==> src/rtl/stream_pkg.sv <==
// Shared transform-mode constants and width helper for the stream_proc streaming stage.
package stream_pkg;

  localparam logic [1:0] MODE_PASS   = 2'd0;
  localparam logic [1:0] MODE_BSWAP  = 2'd1;
  localparam logic [1:0] MODE_ACCUM  = 2'd2;
  localparam logic [1:0] MODE_INVERT = 2'd3;

  function automatic int clog2(input int value);
    int result;
    result = 0;
    while ((1 << result) < value) result++;
    return result;
  endfunction

endpackage

==> src/rtl/stream_buf.sv <==
// Circular elastic buffer with push/pop ports; the caller guarantees no push when full
// and no pop when empty.
module stream_buf
  import stream_pkg::*;
#(
  parameter int WIDTH = 32,
  parameter int DEPTH = 4
) (
  input  logic                  clock,
  input  logic                  reset,
  input  logic                  push,
  input  logic [WIDTH-1:0]      push_data,
  input  logic                  pop,
  output logic [WIDTH-1:0]      head_data,
  output logic [clog2(DEPTH):0] level
);

  localparam int PTR_W   = clog2(DEPTH);
  localparam int LEVEL_W = PTR_W + 1;

  logic [WIDTH-1:0]   mem_q [DEPTH];
  logic [WIDTH-1:0]   mem_d [DEPTH];
  logic [PTR_W-1:0]   wr_ptr_q, wr_ptr_d;
  logic [PTR_W-1:0]   rd_ptr_q, rd_ptr_d;
  logic [LEVEL_W-1:0] level_q, level_d;

  // Pointers wrap naturally because DEPTH is a power of two.
  always_comb begin
    mem_d    = mem_q;
    wr_ptr_d = wr_ptr_q;
    rd_ptr_d = rd_ptr_q;
    level_d  = level_q;
    if (push) begin
      mem_d[wr_ptr_q] = push_data;
      wr_ptr_d        = wr_ptr_q + PTR_W'(1);
    end
    if (pop) begin
      rd_ptr_d = rd_ptr_q + PTR_W'(1);
    end
    if (push && !pop) begin
      level_d = level_q + LEVEL_W'(1);
    end else if (pop && !push) begin
      level_d = level_q - LEVEL_W'(1);
    end
  end

  always_ff @(posedge clock or posedge reset) begin
    if (reset) begin
      for (int i = 0; i < DEPTH; i++) mem_q[i] <= '0;
      wr_ptr_q <= '0;
      rd_ptr_q <= '0;
      level_q  <= '0;
    end else begin
      mem_q    <= mem_d;
      wr_ptr_q <= wr_ptr_d;
      rd_ptr_q <= rd_ptr_d;
      level_q  <= level_d;
    end
  end

  assign head_data = mem_q[rd_ptr_q];
  assign level     = level_q;

endmodule

==> src/rtl/stream_proc.sv <==
// FIFO-to-FIFO streaming stage: transforms each word on ingress, buffers it elastically
// and forwards it at up to one word per cycle, with debug level and throughput counters.
module stream_proc
  import stream_pkg::*;
#(
  parameter int FIFO_DATA_WIDTH = 32,
  parameter int BUF_DEPTH       = 4,
  parameter int COUNT_WIDTH     = 32
) (
  input  logic                        clock,
  input  logic                        reset,
  input  logic [1:0]                  mode,
  input  logic                        clear,
  output logic                        fifo_in_rd_en,
  input  logic [FIFO_DATA_WIDTH-1:0]  fifo_in_dout,
  input  logic                        fifo_in_empty,
  output logic                        fifo_out_wr_en,
  output logic [FIFO_DATA_WIDTH-1:0]  fifo_out_din,
  input  logic                        fifo_out_full,
  output logic [clog2(BUF_DEPTH):0]   buf_level,
  output logic [COUNT_WIDTH-1:0]      words_in,
  output logic [COUNT_WIDTH-1:0]      words_out
);

  localparam int LEVEL_W   = clog2(BUF_DEPTH) + 1;
  localparam int NUM_BYTES = FIFO_DATA_WIDTH / 8;

  logic [FIFO_DATA_WIDTH-1:0] acc_q, acc_d;
  logic [FIFO_DATA_WIDTH-1:0] acc_sum;
  logic [FIFO_DATA_WIDTH-1:0] stored_word;
  logic [COUNT_WIDTH-1:0]     words_in_q, words_in_d;
  logic [COUNT_WIDTH-1:0]     words_out_q, words_out_d;
  logic [LEVEL_W-1:0]         level;
  logic                       rd_en;
  logic                       wr_en;

  // Both handshakes look only at the registered level, so fifo_out_full never reaches rd_en.
  assign rd_en = !reset && !fifo_in_empty && (level < LEVEL_W'(BUF_DEPTH));
  assign wr_en = !reset && !fifo_out_full && (level != '0);

  assign fifo_in_rd_en  = rd_en;
  assign fifo_out_wr_en = wr_en;
  assign buf_level      = level;
  assign words_in       = words_in_q;
  assign words_out      = words_out_q;

  // A clear in the same cycle as an ACCUM read restarts the sum from this word.
  always_comb begin
    acc_sum     = (clear ? '0 : acc_q) + fifo_in_dout;
    stored_word = fifo_in_dout;
    case (mode)
      MODE_BSWAP: begin
        for (int i = 0; i < NUM_BYTES; i++) begin
          stored_word[8*i +: 8] = fifo_in_dout[8*(NUM_BYTES-1-i) +: 8];
        end
      end
      MODE_ACCUM:  stored_word = acc_sum;
      MODE_INVERT: stored_word = ~fifo_in_dout;
      default:     stored_word = fifo_in_dout;
    endcase
  end

  always_comb begin
    acc_d       = acc_q;
    words_in_d  = words_in_q + COUNT_WIDTH'(rd_en);
    words_out_d = words_out_q + COUNT_WIDTH'(wr_en);
    if (clear) begin
      acc_d       = '0;
      words_in_d  = '0;
      words_out_d = '0;
    end
    if (rd_en && (mode == MODE_ACCUM)) begin
      acc_d = acc_sum;
    end
  end

  always_ff @(posedge clock or posedge reset) begin
    if (reset) begin
      acc_q       <= '0;
      words_in_q  <= '0;
      words_out_q <= '0;
    end else begin
      acc_q       <= acc_d;
      words_in_q  <= words_in_d;
      words_out_q <= words_out_d;
    end
  end

  stream_buf #(
    .WIDTH (FIFO_DATA_WIDTH),
    .DEPTH (BUF_DEPTH)
  ) u_buf (
    .clock     (clock),
    .reset     (reset),
    .push      (rd_en),
    .push_data (stored_word),
    .pop       (wr_en),
    .head_data (fifo_out_din),
    .level     (level)
  );

endmodule

==> config.mk <==
export PLATFORM = sky130hd
export DESIGN_NAME = stream_proc
export DESIGN_NICKNAME = d
export VERILOG_FILES = /design/src/rtl/stream_pkg.sv /design/src/rtl/stream_buf.sv /design/src/rtl/stream_proc.sv
export SDC_FILE = /design/constraint.sdc
export NUM_CORES = 1
export LEC_CHECK = 0
export ABC_AREA = 1
export CAP_MARGIN = 20
export CORE_ASPECT_RATIO = 0.8
export CORE_MARGIN = 4
export CORE_UTILIZATION = 45
export DETAILED_ROUTE_END_ITERATION = 7
export GPL_ROUTABILITY_DRIVEN = 1
export HOLD_SLACK_MARGIN = 0.15
export PLACE_DENSITY_LB_ADDON = 0.2
export SETUP_SLACK_MARGIN = 0.4
export SLEW_MARGIN = 10
export SYNTH_ARGS = -nofsm -noshare
export SYNTH_HDL_FRONTEND = slang
export SYNTH_SLANG_ARGS = --single-unit
==> constraint.sdc <==
create_clock -name clock -period 9.7 [get_ports clock]
set_input_delay 0.97 -clock clock [delete_from_list [all_inputs] [get_ports clock]]
set_output_delay 0.97 -clock clock [all_outputs]
set_load 0.05 [all_outputs]
==> results_dict.tcl, run 1 <==
set metrics [dict create \
    layout-drive-gt1-share_pct 4.74 \
    synth_most_common_cell "nand2_1" \
    dp_cells 2548 \
    avgRoutedWirePerCell_um 18.1 \
    hpwl_um 33400 \
    routabilityCongestion 1.01 \
    vias 14000 \
    synth_top_area_cell "dfrtp_1" \
    ios 140 \
    min_period_over_period_pct 44.7 \
    num_antenna_cells 0 \
    vdd_drop_max_uv 255 \
    met2_usage_pct 41.1 \
    p_total_w 0.00408 \
    top_usage_layer "met2" \
    status "completed" \
    final_hold_viol_count 0 \
    start_kind "flip-flop" \
    area_growth_pct 16.9 \
    cts_tree "yes" \
    synth_area_mm2 0.0143 \
    die-area_mm2 0.0347 \
    vias_per_cell 5.40 \
    ys.flop_type "dfrtp_1" \
    hold_path.class "flip-flop to flip-flop" \
    netlist_top_cells_count "nand2_1, inv_1, dfrtp_1" \
    die_y_um 167 \
    clkTransAtPathRegs_ps 60 \
    clock-sinks 231 \
    rsz0062_at_grt "false" \
    nNetsFinal 2238 \
    ant_nets 0 \
    clockBufferDepth 3 \
    clock.fmax_mhz 230 \
    setup_viol 0 \
    drc 0 \
    synth_cell_types 48 \
    grt_usage_pct 26.6 \
    drt-initial-drc-count 1413 \
    grt_antenna_before_repair 0 \
    critPathKind "flip-flop to output port" \
    grt_use_met3_pct 3.71 \
    grt_pass1_wl_um 75200 \
    crit_arrival_ps 3370 \
    start_util_pct 45.6 \
    wl_um 46900 \
    synthTopCellsByArea "dfrtp_1, nand2_1, inv_1" \
    syn_area_per_cell_um2 6.97 \
    grt_use_met1_pct 39.4 \
    htree_levels 1 \
    cts_root_buf "clkbuf_16" \
    slew_headroom_pct 33.8 \
    worstPathRequired_ps 8730 \
    drt_first_pass_iters 6 \
    ys_seq_area_share_pct 40.4 \
    holdBufCountCts 0 \
    final_cells 2592 \
    pre_cts_ws_ps 5310 \
    leakagePower_nw 8.33 \
    p_per_area_mw_per_mm2 244 \
    cp-end-kind "output port" \
    worstPathMaxFanout 68 \
    ys_warn_count 0 \
    port_buffers 139 \
    worst_slew_pin_slew_ps 993 \
    period_minus_slack_ps 4340 \
    fin_tns_setup_ps 0 \
    grt_pass1_vias 13400 \
    grt_max_degree 108 \
    cts_made_buffers 26 \
    maxSlewViolCount 0 \
    ctsResizeCount 0 \
    synth_nets 2130 \
    async_reset_ff_share_pct 100 \
    post_cts_buffers 0 \
    grt_overflow 0 \
    clock_latency_ps 550 \
    netlist.area_leader.share_pct 40.4 \
    final.setup_skew_ps 14.1 \
    core_mm2 0.0314 \
    synth_cells 2049 \
    rows 58 \
    synth_edf_count 0 \
    cap_violations 0 \
    die_w_um 207 \
    fin_ws_ps 5360 \
    synth-seq-cells 231 \
]
[area by class of cell]
| cell class | instances | area, µm² |
|---|---|---|
| clock buffers | 35 | 704 |
| clock inverters | 8 | 62.6 |
| fillers | 3077 | 14600 |
| inverters | 254 | 961 |
| multi-input cells | 1494 | 7190 |
| flip-flops and latches | 231 | 5780 |
| well taps | 420 | 526 |
| repair buffers | 150 | 1490 |
[logic make-up after synthesis]
logic type                 share of synthesized area (%)
DFF                                                 40.4
AOI/OAI and AO/OA                                   9.84
adders and majority gates                           3.78
xor gates and xnor gates                            2.39
buffers and inverters                               9.25
and+or+nand+nor                                     34.2
muxes                                             0.0788
[flip-flops by register name (all words and copies together) (netlist names)]
register / count
u_buf.mem_q: 128
acc_q: 32
words_in: 32
words_out: 32
u_buf.level: 3
u_buf.rd_ptr_q: 2
u_buf.wr_ptr_q: 2
[stage by stage]
step / hold WS [ps] / instance area (µm²) / utilization, %
2_1_floorplan: 444 / 14300 / -
3_5_place_dp: 460 / 15900 / 50.8
3_3_place_gp: 458 / 15900 / 50.8
4_1_cts: 476 / 16700 / 53.2
5_1_grt: 493 / 16700 / 53.3
6_report: 477 / 16700 / 53.3
[routing by layer]
| metal | up-vias | wire length (µm) |
|---|---|---|
| li1 | 6781 | - |
| met2 | 586 | 20600 |
| met5 | - | 0 |
| met3 | 79 | 3540 |
| met4 | 0 | 1310 |
| met1 | 6556 | 21500 |
[critical path, cell delays in order (launching register included)]
cell and delay, ps:
dfrtp_2 380, buf_4 340, inv_2 100, buf_4 570, o21ai_0 160, o22ai_1 330, clkdlybuf4s50_1 890
[where the power goes]
| group | total (W) | internal [W] | switching (W) |
|---|---|---|---|
| logic | 0.00178 | 0.000553 | 0.00122 |
| registers | 0.00139 | 0.00124 | 0.000146 |
| clock network | 0.000915 | 0.000508 | 0.000407 |
[path summary, 6_finish.rpt]
path                                               start                            to  slack [ps]  depth (start not counted)
min                          u_buf.mem_q[59]$_DFFE_PP0P_   u_buf.mem_q[59]$_DFFE_PP0P_         480                          2
max in group asynchronous                          reset           acc_q[14]$_DFF_PP0_        6500                          4
max reg2reg                   u_buf.level[2]$_DFFE_PP0P_  u_buf.mem_q[110]$_DFFE_PP0P_        6890                          5
max                        u_buf.rd_ptr_q[0]$_DFFE_PP0P_              fifo_out_din[11]        5360                          6
min reg2reg                  u_buf.mem_q[59]$_DFFE_PP0P_   u_buf.mem_q[59]$_DFFE_PP0P_         480                          2
min in group asynchronous                          reset    u_buf.level[2]$_DFFE_PP0P_        1040                          2
[cells in the final DEF (no fill, tap or decap), drive strengths merged, types with 7 or more instances in the layout]
master         instances
nand3                179
o22ai                 45
a21oi                 52
nor2                 215
nor4                  15
xnor2                  9
clkdlybuf4s50        138
nor3                  40
xor2                  30
a221oi                 7
dfrtp                231
clkbuf                35
ha                    40
buf                   12
or2                   15
o21ai                139
clkinv                 7
inv                  255
nand2                667
nand4                 20
No activity file was read; power rests on OpenSTA's default activity.
==> inputs of run 2 (changes only) <==
Clock period 9.7 ns to 4.11 ns, I/O delays scaled along.
==> run 2 against run 1 <==
Critical endpoint is now fifo_out_din[9]. Power increased by 140%. Utilization rose by 0.62 points. Critical path type unchanged. Largest cell class unchanged. Worst setup slack got worse by 4700 ps. Cell count is 0.46% higher. First-iteration DRC count grew 8.4%. Highest routed layer unchanged. Clock skew grew 28 ps. Combinational power rose by 130%.
==> results_dict.tcl, run 2 (synthesis results as in run 1) <==
set metrics [dict create \
    status "completed" \
    clkTransAtPathRegs_ps 60 \
    core_mm2 0.0314 \
    vias_per_cell 5.41 \
    post_cts_buffers 0 \
    grt_antenna_before_repair 0 \
    leakagePower_nw 8.42 \
    clock-sinks 231 \
    power_switching_share_pct 42.4 \
    min_period_over_period_pct 84.3 \
    crit_arrival_ps 3050 \
    cap_violations 0 \
    p_int_w 0.00567 \
    ctsResizeCount 0 \
    cts_tree "yes" \
    clock_latency_ps 570 \
    final_hold_viol_count 0 \
    die_w_um 207 \
    final_common_cell "nand2_1" \
    top_register "u_buf.mem_q" \
    clock.fmax_mhz 289 \
    grt_overflow 0 \
    worstPathMaxFanout 38 \
    period_minus_slack_ps 3460 \
    worstPathRequired_ps 3700 \
    layout-drive-gt1-share_pct 5.40 \
    grt_pass1_vias 13200 \
    stdcell_area_mm2 0.0169 \
    port_buffers 139 \
    rrSetupSlack_ps 1490 \
    nNetsFinal 2248 \
    pwr-share-seq_pct 33.3 \
    clockBufferDepth 3 \
    fin_tns_setup_ps 0 \
    reg2reg_to "words_out[14]$_DFF_PP0_" \
    rows 58 \
    area_growth_pct 18.3 \
    cts_made_buffers 26 \
    setup_viol 0 \
    drt-initial-drc-count 1531 \
    drc 0 \
    grt_pass1_wl_um 72900 \
    slowest_stage "clkdlybuf4s50_1" \
    ios 140 \
    critPathKind "flip-flop to output port" \
    ant_nets 0 \
    grt_usage_pct 25.8 \
    slew_headroom_pct 44.5 \
    num_antenna_cells 0 \
    drt_first_pass_iters 6 \
    vdd_drop_max_uv 666 \
    r2r-start "u_buf.level[2]$_DFFE_PP0P_" \
    power_frac_clock_pct 24.2 \
    hpwl_um 32700 \
    die_y_um 167 \
    p_switching_w 0.00417 \
    final.setup_skew_ps 41.7 \
    maxSlewViolCount 0 \
    p_per_area_mw_per_mm2 582 \
    worst_slew_pin_slew_ps 831 \
    avgRoutedWirePerCell_um 17.7 \
    combPwrFrac_pct 42.4 \
    rsz0062_at_grt "false" \
    routabilityCongestion 0.973 \
    max_stage_delay_ps 850 \
    htree_levels 1 \
    die-area_mm2 0.0347 \
    cp-end-kind "output port" \
    hold_path.class "primary input to async pin" \
    vias 14100 \
    dpl-instance-area_mm2 0.0160 \
    layout_common_cells "nand2_1, inv_1, dfrtp_1" \
    largest_register_ffs 128 \
    grt_max_degree 74 \
    holdBufCountCts 0 \
    cts_root_buf "clkbuf_16" \
    start_util_pct 45.6 \
    rr_worst_depth 12 \
    start_kind "flip-flop" \
    wl_um 46000 \
    path_cells "inv_2 > buf_4 > o21ai_0 > o22ai_1 > clkdlybuf4s50_1" \
]
-- run 2: critical path: cells and delay by family (launching register included) --
| kind | cells | cell delay [ps] |
|---|---|---|
| AOI/OAI and AO/OA | 2 | 350 |
| DFF | 1 | 410 |
| buffers and inverters | 3 | 1720 |
-- run 2: power groups by stage --
stage	registers (W)	clock network, W	logic [W]
CTS	0.00326	0.00243	0.00418
global placement	0.00328	0	0.00412
global route	0.00335	0.00253	0.00452
floorplan	0.00329	0	0.00281
finish	0.00328	0.00239	0.00418
detailed placement	0.00329	0	0.00416
-- run 2: worst max-delay path by stage --
stage | start | end | slack (ps) | cells past startpoint
2_1_floorplan | reset | acc_q[0]$_DFF_PP0_ | 680 | 1
3_3_place_gp | reset | words_out[22]$_DFF_PP0_ | 970 | 13
3_5_place_dp | clear | u_buf.mem_q[20]$_DFFE_PP0P_ | 940 | 14
4_1_cts | u_buf.rd_ptr_q[1]$_DFFE_PP0P_ | fifo_out_din[20] | 660 | 5
5_1_grt | u_buf.rd_ptr_q[1]$_DFFE_PP0P_ | fifo_out_din[25] | 490 | 5
6_report | u_buf.rd_ptr_q[0]$_DFFE_PP0P_ | fifo_out_din[9] | 650 | 5
-- run 2: metrics by stage --
| step | instances | setup WS [ps] | util [%] | total power (W) | hold WS, ps |
|---|---|---|---|---|---|
| 2_1_floorplan | 2049 | 677 | - | 0.00610 | 444 |
| 3_3_place_gp | 2559 | 975 | 51.2 | 0.00740 | 458 |
| 3_5_place_dp | 2559 | 942 | 51.2 | 0.00745 | 460 |
| 4_1_cts | 2604 | 664 | 53.9 | 0.00987 | 418 |
| 5_1_grt | 2604 | 493 | 53.9 | 0.0104 | 454 |
| 6_report | 2604 | 646 | 53.9 | 0.00984 | 409 |
-- run 2: final cells by class --
| class | instances | area, µm² |
|---|---|---|
| Clock inverter | 7 | 103 |
| Clock buffer | 38 | 766 |
| Fill cell | 3041 | 14400 |
| Inverter | 254 | 957 |
| Timing Repair Buffer | 160 | 1580 |
| Tap cell | 420 | 526 |
| Sequential cell | 231 | 5780 |
| Multi-Input combinational cell | 1494 | 7190 |
-- run 2: metal layers --
| layer | vias up | GRT usage, % | share of wire [%] |
|---|---|---|---|
| met5 | - | 0 | 0 |
| met4 | 0 | 7.73 | 3.0 |
| met3 | 82 | 4.89 | 8.5 |
| met2 | 618 | 41.3 | 45 |
| met1 | 6586 | 36.0 | 44 |
| li1 | 6800 | - | - |
==> inputs of run 3 (changes only) <==
Clock period 4.11 ns to 3.24 ns, I/O delays scaled along.
==> run 3 against run 2 <==
Power rose by 35%. First-iteration DRC count fell by 10%. Via count rose by 1.1%. Register-to-register slack got worse by 840 ps. Cell count rose by 0.23%. Routed wire length rose by 0.60%. Flip-flop and latch count did not move. Combinational power rose by 49%. Sequential share of layout area fell by 0.60 points. Count of clock-buffer cells in the layout fell by 4. Clock power rose by 21%. Clock skew fell by 19 ps. Critical path type unchanged. Largest cell class unchanged.
==> results_dict.tcl, run 3 (synthesis results as in run 1) <==
set metrics [dict create \
    cts_tree "yes" \
    worst_slew_pin_slew_ps 778 \
    wl_um 46300 \
    min_period_over_period_pct 82.0 \
    ios 140 \
    dp_cells 2564 \
    cts_made_buffers 25 \
    clock-sinks 231 \
    leakagePower_nw 8.60 \
    maxSlewViolCount 0 \
    grt_max_degree 132 \
    cap_violations 0 \
    core_mm2 0.0314 \
    cp-end-kind "output port" \
    ant_nets 0 \
    period_minus_slack_ps 2660 \
    htree_levels 1 \
    grt_antenna_before_repair 0 \
    clock_latency_ps 540 \
    layout-drive-gt1-share_pct 7.17 \
    status "completed" \
    setup_viol 0 \
    port_buffers 139 \
    grt_pass1_vias 13600 \
    layout_common_cells "nand2_1, inv_1, dfrtp_1" \
    fillers 3125 \
    drt-initial-drc-count 1378 \
    final.setup_skew_ps 22.2 \
    p_per_area_mw_per_mm2 773 \
    slew_headroom_pct 48.1 \
    clkTransAtPathRegs_ps 60 \
    routabilityCongestion 1.04 \
    worstPathMaxFanout 22 \
    die-area_mm2 0.0347 \
    area_growth_pct 20.4 \
    drt_first_pass_iters 6 \
    die_y_um 167 \
    vdd_drop_max_uv 1140 \
    ctsResizeCount 0 \
    start_kind "flip-flop" \
    clock.fmax_mhz 376 \
    drc 0 \
    grt_overflow 0 \
    start_util_pct 45.6 \
    critPathKind "flip-flop to output port" \
    top_register "u_buf.mem_q" \
    grt_usage_pct 26.1 \
    vias 14200 \
    num_antenna_cells 0 \
    final_cells 2610 \
    post_cts_buffers 0 \
    rsz0062_at_grt "false" \
    nNetsFinal 2252 \
    rows 58 \
    dpl-instance-area_mm2 0.0164 \
    cts_root_buf "clkbuf_16" \
    crit_arrival_ps 2330 \
    die_w_um 207 \
    vias_per_cell 5.45 \
    holdBufCountCts 0 \
    grt_pass1_wl_um 74100 \
    stdcell_area_mm2 0.0172 \
    final_common_cell "nand2_1" \
    hold_path.class "primary input to flip-flop" \
    clockBufferDepth 3 \
    largest_register_ffs 128 \
    hpwl_um 33300 \
    worstPathRequired_ps 2920 \
    final_hold_viol_count 0 \
    avgRoutedWirePerCell_um 17.7 \
]
run 3: cell count changes in the layout (fill, tap and decap cells not counted):
cell / change
buf_12: +30
buf_4: +7
clkbuf_1: -1
clkbuf_16: -1
clkbuf_8: -2
clkdlybuf4s50_1: -32
clkinv_2: +5
clkinv_4: +2
clkinv_8: -1
clkinvlp_4: -1
nor3_2: -1
nor3_4: +1
run 3: path summary, 6_finish.rpt:
kind                                          startpoint                     endpoint  slack, ps  cells past startpoint
setup / recovery           u_buf.rd_ptr_q[0]$_DFFE_PP0P_              fifo_out_din[1]        580                      5
hold reg to reg              u_buf.mem_q[42]$_DFFE_PP0P_  u_buf.mem_q[42]$_DFFE_PP0P_        470                      2
max in group asynchronous                          reset          acc_q[23]$_DFF_PP0_       2110                      4
hold / removal                                     clear           acc_q[2]$_DFF_PP0_        310                      4
setup reg to reg              u_buf.level[2]$_DFFE_PP0P_      words_out[22]$_DFF_PP0_        650                     13
min in group asynchronous                          reset   u_buf.level[2]$_DFFE_PP0P_        480                      4
run 3: final cells by class:
class | instances | area [µm²] | share of cell area, %
multi-input cells | 1494 | 7200 | 41.8
flip-flops and latches | 231 | 5780 | 33.6
repair buffers | 165 | 1910 | 11.1
inverters | 254 | 957 | 5.56
clock buffers | 34 | 709 | 4.12
well taps | 420 | 526 | 3.05
clock inverters | 12 | 121 | 0.705
run 3: worst max-delay path, cell delays in order, from the launching register on:
cell and delay, ps:
dfrtp_2 410, inv_2 330, buf_4 310, o21ai_0 90, o21ai_0 450, buf_12 200
run 3: routing by layer:
metal / vias up / track usage, % / share of wire (%)
met5: - / 0 / 0
met4: 0 / 8.97 / 3.4
met3: 107 / 3.54 / 8.1
met2: 644 / 41.2 / 45
met1: 6674 / 37.3 / 44
li1: 6812 / - / -
run 3: power breakdown:
| part | internal, W | total (W) | switching, W |
|---|---|---|---|
| clock network | 0.00170 | 0.00290 | 0.00121 |
| logic | 0.00240 | 0.00624 | 0.00384 |
| registers | 0.00371 | 0.00417 | 0.000454 |
run 3: per-stage QoR:
stage	setup TNS (ps)	utilization, %	worst slack, ps	power (W)	hold WS (ps)
finish	0	54.9	583	0.0133	307
floorplan	-24470	-	-106	0.00774	444
global route	0	54.9	436	0.0141	336
CTS	0	54.9	539	0.0134	301
global placement	0	52.2	364	0.0103	458
detailed placement	0	52.2	318	0.0104	460
